File: config.mk
export PLATFORM = sky130hd
export DESIGN_NAME = cdb_arbiter
export DESIGN_NICKNAME = d
export VERILOG_FILES = /design/src/rtl/cdb_arbiter.sv
export SDC_FILE = /design/constraint.sdc
export NUM_CORES = 1
export LEC_CHECK = 0
export BUFFER_PORTS_ARGS = -buffer_cell sky130_fd_sc_hd__clkbuf_2
export CELL_PAD_IN_SITES_DETAIL_PLACEMENT = 1
export CELL_PAD_IN_SITES_GLOBAL_PLACEMENT = 2
export CORE_MARGIN = 2
export CORE_UTILIZATION = 25
export CTS_CLUSTER_SIZE = 16
export DETAILED_ROUTE_END_ITERATION = 8
export PLACE_DENSITY = 0.87
export SYNTH_ARGS = -nofsm -noshare
export SYNTH_HDL_FRONTEND = slang
export SYNTH_SLANG_ARGS = --single-unit
File: constraint.sdc
create_clock -name clk -period 2.5 [get_ports clk]
set_clock_uncertainty 0.15 [all_clocks]
set_input_delay 0 -clock clk [delete_from_list [all_inputs] [get_ports clk]]
set_output_delay 0 -clock clk [all_outputs]
set_load 0.01 [all_outputs]
File: src/rtl/cdb_arbiter.sv
// cdb_arbiter: shares the single common data bus between functional-unit result
// ports. One winner per cycle is registered onto cdb/cdb_valid. Requester 0 may
// take strict priority (PRIO0=1); a per-requester wait counter forces a starved
// requester through ahead of that priority.
//
// Ports
//   clk        clock, all logic on posedge
//   rst        synchronous active-high reset
//   clear      synchronous flush (branch miss), suppresses grants this cycle
//   req_data   requester i word at [i*CDB_DW +: CDB_DW]
//   req_valid  requester i has a result
//   req_ready  one-hot grant (combinational), only where req_valid=1
//   cdb        registered broadcast word
//   cdb_valid  cdb carries a new result this cycle
//   grant_id   index of the requester that drove cdb

// Per-requester starvation counter. Counts cycles a valid requester loses,
// saturating at MAX_WAIT; any grant, idle cycle or flush clears it.
module cdb_wait_cnt #(
  parameter  int MAX_WAIT = 8,
  localparam int WW       = $clog2(MAX_WAIT + 1)
) (
  input  logic clk,
  input  logic rst,
  input  logic clear,
  input  logic valid,
  input  logic granted,
  output logic starved
);
  logic [WW-1:0] cnt;

  always_ff @(posedge clk) begin
    if (rst || clear)                 cnt <= '0;
    else if (!valid || granted)       cnt <= '0;
    else if (cnt != WW'(MAX_WAIT))    cnt <= cnt + WW'(1);
  end

  // A stale count on a requester that just dropped valid must not win.
  assign starved = valid && (cnt == WW'(MAX_WAIT));
endmodule

module cdb_arbiter #(
  parameter  int N_REQ    = 4,
  parameter  int CDB_DW   = 32,
  parameter  int PRIO0    = 1,
  parameter  int MAX_WAIT = 8,
  localparam int IW       = $clog2(N_REQ)
) (
  input  logic                    clk,
  input  logic                    rst,
  input  logic                    clear,
  input  logic [N_REQ*CDB_DW-1:0] req_data,
  input  logic [N_REQ-1:0]        req_valid,
  output logic [N_REQ-1:0]        req_ready,
  output logic [CDB_DW-1:0]       cdb,
  output logic                    cdb_valid,
  output logic [IW-1:0]           grant_id
);
  logic [N_REQ-1:0][CDB_DW-1:0] req_words;
  logic [N_REQ-1:0]             starved;
  logic [N_REQ-1:0]             rr_mask;
  logic [IW-1:0]                rr_ptr;
  logic [IW-1:0]                win;
  logic                         gnt;
  logic                         rr_upd;

  assign req_words = req_data;

  // First set bit of m searching p+1, p+2, ... modulo N_REQ.
  function automatic logic [IW-1:0] rr_pick(input logic [N_REQ-1:0] m,
                                            input logic [IW-1:0]    p);
    logic [IW-1:0] r;
    logic          found;
    int            idx;
    r     = '0;
    found = 1'b0;
    for (int k = 1; k <= N_REQ; k++) begin
      idx = (int'(p) + k) % N_REQ;
      if (!found && m[idx[IW-1:0]]) begin
        r     = idx[IW-1:0];
        found = 1'b1;
      end
    end
    return r;
  endfunction

  genvar gi;
  generate
    for (gi = 0; gi < N_REQ; gi++) begin : g_wc
      cdb_wait_cnt #(.MAX_WAIT(MAX_WAIT)) u_wc (
        .clk     (clk),
        .rst     (rst),
        .clear   (clear),
        .valid   (req_valid[gi]),
        .granted (req_ready[gi]),
        .starved (starved[gi])
      );
    end
  endgenerate

  // Grant selection: flush, then starved, then requester-0 priority, then RR.
  always_comb begin
    rr_mask = req_valid;
    if (PRIO0 != 0) rr_mask[0] = 1'b0;
    gnt    = 1'b0;
    win    = '0;
    rr_upd = 1'b0;
    if (rst || clear) begin
      gnt = 1'b0;
    end else if (|starved) begin
      gnt    = 1'b1;
      win    = rr_pick(starved, rr_ptr);
      rr_upd = 1'b1;
    end else if ((PRIO0 != 0) && req_valid[0]) begin
      gnt = 1'b1;
      win = '0;
    end else if (|rr_mask) begin
      gnt    = 1'b1;
      win    = rr_pick(rr_mask, rr_ptr);
      rr_upd = 1'b1;
    end
  end

  always_comb begin
    req_ready = '0;
    for (int i = 0; i < N_REQ; i++) req_ready[i] = gnt && (win == IW'(i));
  end

  // No backpressure on the CDB: the register reloads every cycle, and on an
  // idle cycle only the valid drops so cdb/grant_id keep the last word.
  always_ff @(posedge clk) begin
    if (rst) begin
      cdb       <= '0;
      cdb_valid <= 1'b0;
      grant_id  <= '0;
      rr_ptr    <= IW'(N_REQ - 1);
    end else begin
      cdb_valid <= gnt;
      if (gnt) begin
        cdb      <= req_words[win];
        grant_id <= win;
      end
      if (rr_upd) rr_ptr <= win;
    end
  end
endmodule

Word-level counts from Yosys, hierarchy flattened --
Cells that the tools add are included.
Word-level totals: output and inout port bits 39, input bits 135, register bits after elaboration 53, logic and storage cells 129
Cells by class: $add $sub $neg 8, $lt $le $gt $ge 5, reductions and logical operators 36, equal/unequal tests 11, multiplexer cells 61
Operators with widths (number):
- binary-select mux 32 bit (select 2 bit) | 1
- two-way mux 1 bit | 39
- two-way mux 32 bit | 1
- two-way mux 2 bit | 12
- adder 4 x 1 -> 4 bit (second input constant) | 4
- binary-select mux 1 bit (select 2 bit) | 8
- equality test 4 bit (second input constant) | 4
- inequality test 4 bit (second input constant) | 4
- < comparator 2 x 3 -> 1 bit (second input constant) | 5
- logical AND 1 bit | 14
- zero test 1 bit | 10
- OR reduction 2 bit | 4
- logical OR 1 bit | 5
- adder 2 x 1 -> 2 bit (second input constant) | 2
- adder 2 bit (second input constant) | 2
- equality test 2 bit (second input constant) | 2
- OR reduction 4 bit | 1
- OR reduction 3 bit | 1
- equality test 2 x 1 -> 1 bit (second input constant) | 1
- zero test 2 bit | 1

Depth between registers and ports, before layout --
Gate-level depths: netlist of run 1.
depth after elaboration 33, mapped depth 11, mapped depth without buffers 8

Modules after synthesis --
Synthesis of run 1 repeated with hierarchy kept, for this count alone.
Second synthesis, totals: cell total of the unflattened synthesis 319, area total of the unflattened synthesis 3030.4 sq um
By module, submodules not included:
- cdb_arbiter | cells an instance 227, instances 1, area an instance 2194.6 sq um, seq. area each 740.7 sq um
- cdb_wait_cnt | cells an instance 23, instances 4, area an instance 209.0 sq um, seq. area each 80.1 sq um

Least setup slack after synthesis of run 1 --
OpenSTA, ideal clock, no wires.
path kind reg2reg, from register g_wc[1].u_wc.cnt[0], to register cdb[11], stages on the path, launching flop included 10, clock period less this slack 2.283 ns, buffers on the path 1, data required time 2.222 ns, library setup time 0.128 ns, arrival 2.005 ns, setup slack 0.217 ns, cells stage by stage dfxtp_1 > inv_1 > ha_1 > nand4b_1 > nand4_1 > o22a_2 > nor3_4 > buf_8 > mux2i_1 > o211ai_2
Between the ends: cells in the longest elaborated chain, start to end 24, elaborated cells between the ends (all ways) 36, those cells by class 1 x eq/ne; 27 x mux; 8 x reduce/logical
Ends and longest elaborated chain:
- start: declaration | line 30 | logic [WW-1:0] cnt;
- start signal: assignment | line 35 | else if (cnt != WW'(MAX_WAIT)) cnt <= cnt + WW'(1);
- equality test 4 bit (*) | line 39 | assign starved = valid && (cnt == WW'(MAX_WAIT));
- logical AND 1 bit (*) | line 39
- binary-select mux 1 bit (select 2 bit) | line 79 | if (!found && m[idx[IW-1:0]]) begin
- two-way mux 1 bit (implied by the code) | line 79
- two-way mux 1 bit | line 79
- two-way mux 1 bit | line 110 | end else if (|starved) begin
- two-way mux 1 bit | line 108 | if (rst || clear) begin
- zero test 1 bit | line 79
- (+8 left out)
- two-way mux 1 bit | line 108
- zero test 1 bit | line 79
- logical AND 1 bit | line 79
- two-way mux 2 bit | line 79
- two-way mux 2 bit | line 110
- two-way mux 2 bit | line 108
- binary-select mux 32 bit (select 2 bit) | line 140 | cdb <= req_words[win];
- two-way mux 32 bit (implied by the code) | line 140
- end signal: assignment | line 140
- end: declaration | line 55 | output logic [CDB_DW-1:0] cdb,
Every way passes the cells marked *; elsewhere a longest branch is shown, timed or not. The select of a mux whose other input is x is not followed. A chain may end at the register's enable or synchronous reset.

Worst setup path after layout of run 1 --
from register g_wc[1].u_wc.cnt[0], to register cdb[14]
The elaborated chain is that of the path after synthesis.

==> results of run 1 <==
[where the power goes]
group | total, W | switching, W | internal [W]
registers | 0.000955 | 0.0000499 | 0.000905
logic | 0.000708 | 0.000314 | 0.000394
clock network | 0.000663 | 0.000303 | 0.000359
total | 0.00233 | 0.000667 | 0.00166
[cell usage in the layout, fill, tap and decap left out, types with 3 or more instances in the layout]
| cell | instances |
|---|---|
| a21oi_1 | 9 |
| a22oi_1 | 17 |
| a22oi_2 | 15 |
| buf_12 | 8 |
| buf_4 | 26 |
| buf_6 | 8 |
| clkbuf_16 | 7 |
| clkbuf_2 | 171 |
| dfxtp_1 | 44 |
| dfxtp_2 | 9 |
| diode_2 | 12 |
| dlygate4sd3_1 | 130 |
| ha_1 | 4 |
| ha_2 | 3 |
| inv_1 | 7 |
| inv_2 | 4 |
| mux2i_1 | 17 |
| mux2i_2 | 9 |
| mux2i_4 | 6 |
| nand2_1 | 42 |
| nand2b_1 | 5 |
| nand3_1 | 4 |
| nand3b_1 | 6 |
| nand4b_1 | 4 |
| nor2_1 | 21 |
| nor2_2 | 3 |
| o211ai_1 | 5 |
| o211ai_2 | 29 |
| o21ai_0 | 4 |
| o21bai_1 | 3 |
| xnor2_1 | 4 |
| xor2_1 | 4 |
[registers in the layout (all words and copies together), names as in the netlist]
| name | count |
|---|---|
| grant_id | 2 |
| rr_ptr | 2 |
| g_wc.u_wc.cnt | 16 |
| cdb | 32 |
| cdb_valid | 1 |
[layer usage]
metal	global-route usage	up-vias	routed length (µm)
met4	0.136	0	818
met5	0	-	0
li1	-	1886	-
met2	0.417	216	9280
met3	0.0418	62	951
met1	0.219	2013	6280
[how the worst max path moves through the flow]
stage / startpoint / to / slack (ns)
floorplan: g_wc[1].u_wc.cnt[0] / cdb[11] / 0.22
global placement: g_wc[1].u_wc.cnt[0] / g_wc[3].u_wc.cnt[3] / 0.06
detailed placement: g_wc[1].u_wc.cnt[1] / g_wc[3].u_wc.cnt[3] / 0.02
CTS: g_wc[2].u_wc.cnt[0] / req_ready[3] / -0.04
global route: g_wc[3].u_wc.cnt[0] / cdb[8] / -0.21
finish: g_wc[1].u_wc.cnt[0] / cdb[14] / -0.11
[kinds of logic after synthesis]
group | count (synthesis) | synth area share
adders and majority gates | 8 | 0.0323
xor gates and xnor gates | 8 | 0.0226
and+or+nand+nor | 99 | 0.168
DFF | 53 | 0.342
muxes | 33 | 0.107
buffers and inverters | 33 | 0.0657
AOI/OAI and AO/OA | 94 | 0.263
[tightest hold or removal path, delay by kind of cell]
kind	cells	cell delay, ns
AOI/OAI and AO/OA	1	0.19
buffers and inverters	1	0.14
and+or+nand+nor	1	0.07
[repair_timing]
item,in CTS,in global routing
pin swaps,4,16
gates cloned,0,5
hold buffers,130,0
resized for setup,9,80
endpoints found under the hold margin,36,0
buffers inserted,5,21
setup endpoints to repair,5,44
[layout make-up]
class	instances	area, µm²
sequential	53	1070
inverter	11	41.3
clock inverter	1	5.00
timing repair buffer	347	2670
fill	1374	5790
clock buffer	5	125
antenna	12	30.0
tap	168	210
multi-input combinational	242	2120
[stage by stage]
step	utilization	cells	setup slack [ns]	TNS, ns
CTS	0.471	801	-0.0444	-0.0768
global route	0.519	834	-0.206	-5.57
detailed placement	0.347	660	0.0183	0
finish	0.520	839	-0.110	-2.00
floorplan	-	328	0.217	0
global placement	0.347	660	0.0639	0
==> summary.txt, run 1 <==
Timing
  – Final setup viols: 34
  – Worst-Margin Slew: ~0.63 ns
  – RSZ-0062 raised after global routing: true
  – Setup WS post-layout: -0.110 ns
  – Slew margin rel.: 0.578
  – Period utilisation layout: 1.04
  – Final min period: between 2 and 3 ns
  – Fmax: between 0.3 and 0.4 GHz
  – Hold WS: -0.000822 ns
  – Slew Limit Fails: 0
  – Final hold viol count: 1

Floorplan
  – I/O Pins: around 170
  – Horiz. Die Dim: approximately 120 µm
  – Die Height: between 100 and 150 µm
  – Core Area: 12100 µm²
  – Starting density of the core: 0.257
  – Die area: approximately 13000 µm²
  – Rows: 40

Routing
  – Vias per cell: ~5
  – DR iter-0 viols: around 170
  – Routed Antenna Nets: 0
  – Drt total wl: 17300 µm
  – Vias: between 4000 and 5000
  – Avg WL per Cell: 20.7 µm
  – DRT Pass-1 Iters: 4
  – # DRC: 0

Synth
  – Seq/Total Area, Yosys: 0.342
  – Register bit total from synthesis: 53
  – Top_reg_cell synth: dfxtp_1
  – Synthesis warning total: 0
  – Synthesized cell area: slightly above 3000 µm²
  – Fraction of registers with async set/reset: 0
  – Yosys top cell by area: dfxtp_1
  – Synth cell types: just over 40
  – Syn avg cell area: 9.46 µm²
  – Mapped Cells: approximately 330
  – EDFF count, synth: 0
  – Top cells by count, synth: dfxtp_1, nand2_1, a22oi_1, mux2i_1, o211ai_2
  – Synth top area share: 0.342
  – Syn_nets: 471
  – Largest cells by area after synthesis: dfxtp_1, o211ai_2, mux2i_1, a22oi_1, nand2_1
  – Most numerous cell in the Yosys netlist: dfxtp_1

Worst hold path
  – Worst Hold Class: in2reg
  – Hold Path End: g_wc[0].u_wc.cnt[0]
  – Hold path start: req_valid[0]
  – Hold Path Cell Cnt: 3

GRT
  – Initial antenna violation count: 7
  – Vias in the first global route: between 4000 and 5000
  – First-pass GRT wire length: ~23000 µm
  – Largest net degree at the start of global routing: 29
  – Overflow after GRT: 0
  – Global-route usage over all layers: 0.220

Worst setup path
  – Reg2reg setup slack: -0.11 ns
  – Delay-heaviest family, CP: simple AND/OR/NAND/NOR gates
  – Worst R2R End: cdb[14]
  – Crit Path Category: reg2reg
  – Critical path's largest stage delay: 0.34 ns
  – CP cell instances: inv_2, ha_4, nand4b_1, buf_4, o32ai_4, o22a_4, nor3_4, buf_6, clkbuf_16, mux2i_1, o211ai_2
  – Reg2reg start: g_wc[1].u_wc.cnt[0]
  – Levels on crit path: 11
  – Crit start category: flip-flop
  – WP data arrival: 2.61 ns
  – Buf/Inv on CP: 4
  – Worst reg2reg path depth: 11
  – Slowest-stage cell, CP: dfxtp_2
  – Critical Path End Type: flip-flop
  – Worst-path maximum fanout: 5
  – Crit path required time: between 2 and 3 ns

Clock network
  – Total CTS buffers: 5
  – Clk slew on worst S/H paths: 0.07 ns
  – Root Buffer: clkbuf_16
  – Clock Tree Buf Depth: 2
  – CTS tree: done
  – CTS Sinks: between 50 and 60
  – Clock Latency Late Sink: slightly below 0.3 ns
  – H-tree Lvls: 2

Place
  – IO Port Bufs: around 170
  – GPL Wtd Cong: approximately 0.84
  – HPWL Detailed: between 8000 and 9000 µm
  – Placed cell area: between 4000 and 5000 µm²

Cells and area
  – Post-Layout Inst Area: approximately 6300 µm²
  – Share of layout cells above drive strength 1: 0.483
  – Area growth, synth to finish: 102%
  – Fin nets: roughly 800

Outcome
  – Failing checks: hold timing, setup timing
  – Status: finished, violations left

Power and ir drop
  – Peak supply drop: roughly 0.00028 V
  – Pwr dens: 371 nW/µm²
  – Power, Total: about 0.0023 W
  – LEAKAGE: 2.69 nW

Run
  – Max cap viols: 0
Note: power is estimated with default switching activity, not from simulation.
==> run 2, diff against run 1 <==
CELL_PAD_IN_SITES_DETAIL_PLACEMENT = default   (was 1)
CELL_PAD_IN_SITES_GLOBAL_PLACEMENT = default   (was 2)
CORE_UTILIZATION = 45   (was 25)
PLACE_DENSITY = 0.86   (was 0.87)
==> summary.txt, run 2 <==
Synth
  – Synthesis warning total: 0 (unchanged)
  – Top cells by count, synth: dfxtp_1, nand2_1, a22oi_1, mux2i_1, o211ai_2
  – Seq/Total Area, Yosys: 0.342 (unchanged)
  – EDFF count, synth: 0 (unchanged)
  – Largest cells by area after synthesis: dfxtp_1, o211ai_2, mux2i_1, a22oi_1, nand2_1
  – Mapped Cells: 328 (unchanged)
  – Syn avg cell area: 9.46 µm² (unchanged)
  – Syn_nets: 471 (unchanged)
  – Most numerous cell in the Yosys netlist: dfxtp_1
  – Synth top area share: 0.342 (unchanged)
  – Fraction of registers with async set/reset: 0 (unchanged)
  – Top_reg_cell synth: dfxtp_1
  – Register bit total from synthesis: 53 (unchanged)
  – Synth cell types: 41 (unchanged)
  – Synthesized cell area: 3100 µm² (unchanged)
  – Yosys top cell by area: dfxtp_1

Floorplan
  – I/O Pins: 174 (unchanged)
  – Horiz. Die Dim: 87.0 µm (-25%)
  – Die Height: 87.0 µm (-25%)
  – Rows: 30 (-25%)
  – Starting density of the core: 0.462 (+0.205)

Clock network
  – Root Buffer: clkbuf_8
  – Clock Tree Buf Depth: 2 (unchanged)
  – H-tree Lvls: 2 (unchanged)
  – Post-CTS setup buffer count: 1 (-4)
  – CTS Sinks: 53 (unchanged)
  – Number of gates resized after cts: 2 (-7)
  – Hold Buf Count CTS: 117 (-10%)
  – Total CTS buffers: 5 (unchanged)

Place
  – IO Port Bufs: 173 (unchanged)
  – GPL Wtd Cong: 0.844 (+0.50%)
  – HPWL Detailed: 7010 µm (-15%)
  – Post-Place Worst Slack: 0.0343 ns (+0.0160 ns)

Outcome
  – First Err: [ERROR RSZ-0060] Max buffer count reached.
  – Stopped at: clock tree synthesis (4_1_cts)
  – Status: did not finish
==> run 2: cell counts after synthesis <==
No cell type changed its count.
==> run 2: metrics by stage <==
stage	cells	instance area (µm²)
global placement	571	4030
floorplan	328	3100
detailed placement	571	4030
==> run 2: logic make-up after synthesis <==
logic type,after synthesis,share of synthesized area
DFF,53,0.342
adders and majority gates,8,0.0323
AOI/OAI and AO/OA,94,0.263
and+or+nand+nor,99,0.168
buffers and inverters,33,0.0657
xor gates and xnor gates,8,0.0226
muxes,33,0.107
==> run 3, diff against run 2 <==
CORE_UTILIZATION = 40   (was 45)
CTS_CLUSTER_SIZE = default   (was 16)
PLACE_DENSITY = default   (was 0.86)
PLACE_DENSITY_LB_ADDON = 0.15   (was default)
==> summary.txt, run 3 <==
Clock network
  – Total CTS buffers: 5 (unchanged)
  – Hold Buf Count CTS: 125 (+6.8%)
  – CTS Sinks: 53 (unchanged)
  – Root Buffer: clkbuf_8
  – Number of gates resized after cts: 13 (+11)
  – H-tree Lvls: 2 (unchanged)
  – Post-CTS setup buffer count: 16 (+15)
  – Clock Tree Buf Depth: 2 (unchanged)

Place
  – HPWL Detailed: 6950 µm (-0.74%)
  – IO Port Bufs: 173 (unchanged)
  – GPL Wtd Cong: 0.765 (-9.4%)

Synth
  – Top cells by count, synth: dfxtp_1, nand2_1, a22oi_1, mux2i_1, o211ai_2
  – Largest cells by area after synthesis: dfxtp_1, o211ai_2, mux2i_1, a22oi_1, nand2_1
  – Most numerous cell in the Yosys netlist: dfxtp_1
  – Syn avg cell area: 9.46 µm² (unchanged)
  – Yosys top cell by area: dfxtp_1
  – Top_reg_cell synth: dfxtp_1
  – Register bit total from synthesis: 53 (unchanged)
  – Synthesis warning total: 0 (unchanged)
  – EDFF count, synth: 0 (unchanged)
  – Synth top area share: 0.342 (unchanged)
  – Mapped Cells: 328 (unchanged)
  – Synth cell types: 41 (unchanged)
  – Fraction of registers with async set/reset: 0 (unchanged)
  – Syn_nets: 471 (unchanged)
  – Synthesized cell area: 3100 µm² (unchanged)
  – Seq/Total Area, Yosys: 0.342 (unchanged)

Outcome
  – Status: did not finish
  – Stopped at: clock tree synthesis (4_1_cts)
  – First Err: [ERROR RSZ-0060] Max buffer count reached.

Floorplan
  – Rows: 32 (+6.7%)
  – Horiz. Die Dim: 92.1 µm (+5.8%)
  – I/O Pins: 174 (unchanged)
  – Starting density of the core: 0.408 (-0.0539)
  – Die Height: 92.1 µm (+5.8%)
==> run 3: cell families after synthesis <==
logic type / Yosys count / synth area share
buf+inv: 33 / 0.0657
compound gates: 94 / 0.263
xor+xnor: 8 / 0.0226
simple gates: 99 / 0.168
mux: 33 / 0.107
fa+ha+maj: 8 / 0.0323
flops: 53 / 0.342
==> run 3: per-stage QoR <==
step / area (µm²) / setup slack (ns) / std cells / hold slack [ns] / util
after floorplan: 3100 / 0.217 / 328 / -0.0463 / -
after global placement: 4090 / 0.0694 / 594 / 0.0510 / 0.537
after detailed placement: 4090 / 0.0359 / 594 / 0.0539 / 0.537
